`src/rtl/rsa_operand_sequencer.sv`:
```
// rtl/rsa_operand_sequencer.sv - operand loader, core launcher and result sender for the RSA UART datapath
// Optional inter-word timeout: define RSA_OPSEQ_TIMEOUT_EN.
module rsa_operand_sequencer #(
    parameter int N              = 32,
    parameter int bitLen         = 64,
    parameter int WORDS_LOG2     = 1,
    parameter int TIMEOUT_CYCLES = 12000000
) (
    input  logic              clk,
    input  logic              rst_n,
    input  logic [N-1:0]      word_in,
    input  logic              word_in_valid,
    output logic [bitLen-1:0] core_base,
    output logic [bitLen-1:0] core_exp,
    output logic [bitLen-1:0] core_mod,
    output logic              core_start,
    input  logic              core_done,
    input  logic [bitLen-1:0] core_result,
    output logic [N-1:0]      word_out,
    output logic              word_out_valid,
    input  logic              word_out_ready,
    output logic              busy,
    output logic              overrun,
    output logic              frame_error
);

    localparam int WORDS = bitLen / N;
    localparam logic [WORDS_LOG2-1:0] LAST = WORDS_LOG2'(WORDS - 1);

    typedef enum logic [2:0] {
        LOAD_BASE,
        LOAD_EXP,
        LOAD_MOD,
        START,
        WAIT,
        SEND
    } state_t;

    state_t                state, state_d;
    logic [WORDS_LOG2-1:0] cnt;
    logic [bitLen-1:0]     base_q, exp_q, mod_q, result_q;
    logic                  in_load, last_word, xfer, timeout_hit;

    assign in_load   = (state == LOAD_BASE) || (state == LOAD_EXP) || (state == LOAD_MOD);
    assign last_word = (cnt == LAST);
    assign xfer      = (state == SEND) && word_out_valid && word_out_ready;

    assign core_base = base_q;
    assign core_exp  = exp_q;
    assign core_mod  = mod_q;
    // The result register shifts right on each transfer, so the low word is always the one on offer.
    assign word_out  = result_q[N-1:0];

    always_ff @(posedge clk or negedge rst_n) begin
        if (!rst_n) state <= LOAD_BASE;
        else        state <= state_d;
    end

    always_comb begin
        state_d = state;
        case (state)
            LOAD_BASE: if (word_in_valid && last_word) state_d = LOAD_EXP;
            LOAD_EXP:  if (word_in_valid && last_word) state_d = LOAD_MOD;
            LOAD_MOD:  if (word_in_valid && last_word) state_d = START;
            START:     state_d = WAIT;
            WAIT:      if (core_done) state_d = SEND;
            SEND:      if (xfer && last_word) state_d = LOAD_BASE;
            default:   state_d = LOAD_BASE;
        endcase
        if (timeout_hit) state_d = LOAD_BASE;
    end

    always_ff @(posedge clk or negedge rst_n) begin
        if (!rst_n) begin
            cnt            <= '0;
            base_q         <= '0;
            exp_q          <= '0;
            mod_q          <= '0;
            result_q       <= '0;
            word_out_valid <= 1'b0;
            core_start     <= 1'b0;
            busy           <= 1'b0;
            overrun        <= 1'b0;
        end else begin
            core_start <= (state == START);
            overrun    <= word_in_valid && !in_load;
            busy       <= (state_d != LOAD_BASE);

            if (in_load && word_in_valid) begin
                cnt <= last_word ? '0 : cnt + WORDS_LOG2'(1);
                for (int k = 0; k < WORDS; k++) begin
                    if (cnt == WORDS_LOG2'(k)) begin
                        case (state)
                            LOAD_BASE: base_q[k*N +: N] <= word_in;
                            LOAD_EXP:  exp_q[k*N +: N]  <= word_in;
                            default:   mod_q[k*N +: N]  <= word_in;
                        endcase
                    end
                end
            end
            if (timeout_hit) cnt <= '0;

            if (state == WAIT && core_done) begin
                result_q       <= core_result;
                word_out_valid <= 1'b1;
                cnt            <= '0;
            end

            if (xfer) begin
                result_q <= {{N{1'b0}}, result_q[bitLen-1:N]};
                cnt      <= last_word ? '0 : cnt + WORDS_LOG2'(1);
                if (last_word) word_out_valid <= 1'b0;
            end
        end
    end

`ifdef RSA_OPSEQ_TIMEOUT_EN
    localparam int GAP_W = $clog2(TIMEOUT_CYCLES + 1);
    logic [GAP_W-1:0] gap_cnt;

    // A word arriving in the same cycle as the limit wins over the timeout.
    assign timeout_hit = in_load && !word_in_valid && (gap_cnt == GAP_W'(TIMEOUT_CYCLES));

    always_ff @(posedge clk or negedge rst_n) begin
        if (!rst_n) begin
            gap_cnt     <= '0;
            frame_error <= 1'b0;
        end else begin
            frame_error <= timeout_hit;
            if (word_in_valid || timeout_hit)
                gap_cnt <= '0;
            else if (in_load && (cnt != '0 || state != LOAD_BASE))
                gap_cnt <= gap_cnt + GAP_W'(1);
        end
    end
`else
    assign timeout_hit = 1'b0;
    assign frame_error = 1'b0;
`endif

endmodule

```
`config.mk`:
```
export PLATFORM = sky130hd
export DESIGN_NAME = rsa_operand_sequencer
export DESIGN_NICKNAME = d
export VERILOG_FILES = /design/src/rtl/rsa_operand_sequencer.sv
export SDC_FILE = /design/constraint.sdc
export NUM_CORES = 1
export LEC_CHECK = 0
export ABC_AREA = 1
export CORE_UTILIZATION = 42
export CTS_BUF_LIST = sky130_fd_sc_hd__clkbuf_8
export DETAILED_ROUTE_END_ITERATION = 12
export PLACE_DENSITY_LB_ADDON = 0.08
export SLEW_MARGIN = 10
export SYNTH_ARGS = -nofsm -noshare
export SYNTH_HDL_FRONTEND = slang
export SYNTH_SLANG_ARGS = --single-unit
```
`constraint.sdc`:
```
create_clock -name clk -period 1.4 [get_ports clk]
set_input_delay 0.21 -clock clk [delete_from_list [all_inputs] [get_ports clk]]
set_output_delay 0.21 -clock clk [all_outputs]
set_load 0.005 [all_outputs]
```
# ---- Word-level counts from Yosys, hierarchy flattened
# Cells that the tools add are included.
dict set report totals {
  ff_bits 264
  latch_bits 0
  ram_bits 0
  rom_bits 0
  output_inout_bits 229
  n_memories 0
}
dict set report classes {
  n_addsub 1
  mul 0
  div 0
  order_cmp 0
  eq_ne 5
  shift 0
  n_mux 15
  bitwise 2
  reduce_logical 21
}
# op n
set ops {}
lappend ops {{two-way mux 64 bit} 2}
lappend ops {{case mux 3 bit (6 select lines)} 1}
lappend ops {{AND reduction 3 bit} 6}
lappend ops {{two-way mux 3 bit} 5}
lappend ops {{logical AND 1 bit} 7}
lappend ops {{two-way mux 1 bit} 7}
lappend ops {{equality test 3 x 2 -> 1 bit, second input constant} 2}
lappend ops {{equality test 3 bit, second input constant} 2}
lappend ops {{nonzero test 3 bit} 2}
lappend ops {{equality test 3 x 1 -> 1 bit, second input constant} 1}
lappend ops {{zero test 3 bit} 1}
lappend ops {{logical OR 1 bit} 2}
lappend ops {{NOT 1 bit} 2}
lappend ops {{nonzero test 2 bit} 1}
lappend ops {{OR reduction 2 bit} 1}
lappend ops {{adder 1 bit, second input constant} 1}
lappend ops {{zero test 1 bit} 1}

# ---- Depth between registers and ports, before layout
dict set report logic_depth {
  word_depth 7
  ltp_mapped 9
  mapped_depth_nobuf 7
}

# ---- Worst setup path after synthesis
# No wires, ideal clock.
dict set report synth_timing {
  path_kind {reg2reg}
  startpoint {register state[1]}
  endpoint {register exp_q[51] (netlist: core_exp[51])}
  setup_ns 0.123
  arrival_time_ns 1.230
  t_required_ns 1.277
  slack_ns 0.047
  stages_incl_launch_ff 10
  path_buffers 3
  synth_period_minus_slack_ns 1.353
  path_cell_list {dfrtp_1 -> buf_2 -> inv_2 -> nand2_1 -> nor2_2 -> nand2_1 -> buf_4 -> buf_4 -> nand2_1 -> o21ai_1}
}
dict set report synth_between {
  elab_chain_len 5
  elab_cells_between_ends 7
  cone_classes {eq/ne: 2; reduce/logical: 5}
}
# element line_no
set synth_lines {}
lappend synth_lines {{start: declaration} 39} ;# state_t state, state_d;
lappend synth_lines {{start signal: assignment} 56} ;# else state <= state_d;
lappend synth_lines {{equality test 3 x 1 -> 1 bit / zero test 3 bit (equally long branches)} {44, 93}}
lappend synth_lines {{logical OR 1 bit (2 in a row)} 44} ;# assign in_load = (state == LOAD_BASE) || (state == LOAD_EXP) || (state == LOAD_MOD);
lappend synth_lines {{logical AND 1 bit} 89} ;# if (in_load && word_in_valid) begin
lappend synth_lines {{AND reduction 3 bit (no line) *} n/a}
lappend synth_lines {{end signal: indexed assignment} 95} ;# LOAD_EXP: exp_q[k*N +: N] <= word_in;
lappend synth_lines {{end: declaration} 41} ;# logic [bitLen-1:0] base_q, exp_q, mod_q, result_q;
# Every way passes the cells marked *; elsewhere a longest branch is shown, timed or not.
# A chain may end at the register's enable or synchronous reset.

# ---- Worst setup path after layout
dict set report layout_timing {
  startpoint {register state[2]}
  endpoint {register base_q[34] (netlist: core_base[34])}
}
dict set report layout_between {
  elab_chain_len 5
  elab_cells_between_ends 7
  cone_classes {eq/ne: 2; reduce/logical: 5}
}
# element line_no
set layout_lines {}
lappend layout_lines {{equality test 3 x 1 -> 1 bit / zero test 3 bit (equally long branches)} {44, 93}}
lappend layout_lines {{logical OR 1 bit (2 in a row)} 44}
lappend layout_lines {{logical AND 1 bit} 89}
lappend layout_lines {{AND reduction 3 bit (no line) *} n/a}
lappend layout_lines {{end signal: indexed assignment} 94} ;# LOAD_BASE: base_q[k*N +: N] <= word_in;
lappend layout_lines {{end: declaration} 41}
# Marked as above.

==> run metrics <==
most numerous cell on the critical path=sky130_fd_sc_hd__nand2_4; startpoint types=flip-flop; H-Tree Depth=2; status=finished clean; Max Transition Viols Final=0; reported net switching power=10300 uW; filler cell count in the final layout=1989; final setup TNS=0 ps; number of cell instances on the worst register-to-register path=7; Longest Clk Path Bufs=3; global-route usage over all layers=23.0%; number of standard-cell rows in the floorplan=56; GRT Residual Overflow=0; share of cell area taken by muxes after synthesis=0%; slowest cell delay on critical path=440 ps; actual transition at the worst max-transition pin=507 ps; Clock Tree Root=sky130_fd_sc_hd__clkbuf_8; Crit-path slowest cell=sky130_fd_sc_hd__dfrtp_2; Final Instance Area=15300 um^2; most used cells in the layout excluding fill and tap cells=331 x sky130_fd_sc_hd__nand2_1, 262 x sky130_fd_sc_hd__dfrtp_1, 188 x sky130_fd_sc_hd__clkdlybuf4s15_1, 111 x sky130_fd_sc_hd__o21ai_0, 102 x sky130_fd_sc_hd__nand3_1; DR vias=8649; vias in the first global route=8292; Final ANT Viol Nets=0; Int Power=21000 uW; Gate Count Post-Synth=1054; top fanout value on the critical path=19; critical register-to-register path endpoint=core_base[34]; share of the cycle needed by the critical path after routing=98.1%; DRT Wirelength=29600 um; Horiz. Die Dim=158 um; switching share of total power=32.9%; combinational share of power=38.6%; unrepaired setup endpoints after global routing=true; maximum vdd drop=0.000829 V; share of the synthesized area in the top cell type=64.8%; clock-pin transition on the worst setup and hold timing paths=60 ps; gpl congestion=0.785; Clock Latency Late Sink=530 ps; compound-gate portion of the synthesized area=9.57%; XOR/XNOR share of the synthesized area=0%; setup clock skew after layout=9.86 ps; critical path required time=1800 ps; Yosys Warn Count=0; post-detailed-placement half-perimeter wirelength=19500 um; combinational family with the most area after synthesis=simple AND/OR/NAND/NOR gates; area of the die=24900 um^2; antenna violations before repair=1; final critical path time including I/O delays and setup=1370 ps; height of the die=158 um; I/O pin count=330; clock network power share=20.2%; number of DRC markers after the initial detailed-route iteration=416; cells taking the most area after synthesis=sky130_fd_sc_hd__dfrtp_1 65%, sky130_fd_sc_hd__nand2_1 12%, sky130_fd_sc_hd__o21ai_0 6.8%; final-report setup violation count=0; number of buffers added by the clock tree synthesis step=43; synthesized area per cell=9.68 um^2; pin count of the biggest net entering global routing=52; crit path DAT=1770 ps; RR Startpoint=state[2]; cells along the critical path=inv_2 -> nand2_4 -> nor2_4 -> nand2_4 -> clkbuf_16 -> nand2_1 -> o21ai_0; simple-gate share of the synthesized area=18.3%; area of the core region=23600 um^2; count of different cell masters after synthesis=19; first-pass iteration count of the detailed router=7; first-pass GRT wire length=44500 um; max_slew headroom=66.2%; number of nets in the final layout=1540; fraction of power consumed by sequential logic=41.2%; Worst R2R Setup Slack=30 ps; number of remaining DRC errors=0; Highest Clock Rate=728 MHz; cell taking the most area after synthesis=sky130_fd_sc_hd__dfrtp_1; worst setup path category=flip-flop to flip-flop; share of layout cells above drive strength 1=15.7%; TritonCTS clock tree=built; endpoints failing hold=0; number of port buffers=328; class of the worst hold path=input port to async pin; share of the core filled with cells=64.7%; element type at the critical path end=flip-flop; share of synthesized area occupied by flip-flops and latches=64.8%; via count normalized by instance count=4.84; post-synthesis instance area=10200 um^2; effective utilization at floorplan=43.2%; post-detailed-route wirelength per cell=16.6 um; post-place instance area=13900 um^2; Post-Syn Nets=1155; number of synthesized register bits=264; P per Cell Area=2050 nW/um^2; most common library cell in the layout ignoring fill and taps=sky130_fd_sc_hd__nand2_1; total leakage power=0.00756 uW; layout overhead on the synthesized area=49.8%; arithmetic-cell share of the synthesized area counting full adders, half adders and majority gates=0%; CTS Sinks=264; max-cap violation count=0
synth_stat cells (all sizes together):
cell type and count:
conb 1, buf 75, nor2 10, nand3 105, inv 45, o21ai 193
dfrtp 264, clkbuf 20, nand2 338, nand4 1, a21oi 2
critical path, delay by kind of cell, from the launching register on:
family | cells | cell delay, ps
AOI/OAI and AO/OA | 1 | 80
buffers and inverters | 2 | 300
and+or+nand+nor | 4 | 440
DFF | 1 | 440
sequential cells by signal, summed over array words and instances (netlist names):
name and flops:
core_exp 64, busy 1, core_start 1, cnt 1, result_q 64, state 3
word_out_valid 1, core_base 64, overrun 1, core_mod 64
stage by stage:
stage / hold slack (ps) / cells / setup slack (ps) / total power [uW]
after floorplan: -85.6 / 1054 / 47.0 / 17600
after global placement: 168 / 1649 / -245 / 24900
after detailed placement: 169 / 1649 / -299 / 25200
after CTS: 188 / 1766 / 0.0216 / 30900
after global routing: 205 / 1788 / -48.1 / 33600
final: 177 / 1788 / 26.2 / 31300
cell type report:
| type | count | area, um^2 | area share, % |
|---|---|---|---|
| Multi-Input combinational cell | 650 | 2910 | 19.0 |
| Antenna cell | 1 | 2.50 | 0.0164 |
| Clock buffer | 53 | 729 | 4.77 |
| Timing Repair Buffer | 435 | 4370 | 28.6 |
| Clock inverter | 21 | 88.8 | 0.581 |
| Sequential cell | 264 | 6610 | 43.3 |
| Tap cell | 319 | 399 | 2.61 |
| Inverter | 45 | 173 | 1.13 |
logic make-up (layout without fill, tap and decap cells):
logic type / after synthesis / in the layout
AOI/OAI and AO/OA: 195 / 195
buffers and inverters: 140 / 554
DFF: 264 / 264
other: 1 / 2
and+or+nand+nor: 454 / 454
worst max-delay path by stage:
stage	from	to	slack, ps
detailed placement	word_in_valid	core_base[48]	-300
global route	state[2]	core_mod[24]	-50
global placement	word_in_valid	core_exp[19]	-240
finish	state[2]	core_base[34]	30
CTS	core_mod[4]	core_mod[4]	0.02
floorplan	state[1]	core_exp[51]	50
routing by layer:
metal / share of wire [%] / wire (um) / global-route usage (%)
met2: 48 / 14100 / 37.0
met4: 2.9 / 855 / 8.74
met3: 7.6 / 2250 / 5.78
met5: 0 / 0 / 0
met1: 42 / 12400 / 29.9
power groups by stage:
stage | Clock (uW) | Sequential, uW | Combinational, uW
floorplan | 0 | 12900 | 4670
global placement | 0 | 12900 | 12000
detailed placement | 0 | 13000 | 12200
CTS | 6500 | 12900 | 11600
global route | 6810 | 13300 | 13400
finish | 6330 | 12900 | 12100
timing repair:
action / in CTS / in global routing
cloned: 0 / 8
buffers inserted: 42 / 13
pin swaps: 0 / 3
endpoints found under the setup margin: 229 / 311
gates resized for setup: 438 / 108
endpoints found under the hold margin: 136 / 0
hold buffers: 1 / 0
Power figures use the tool's default switching activity.
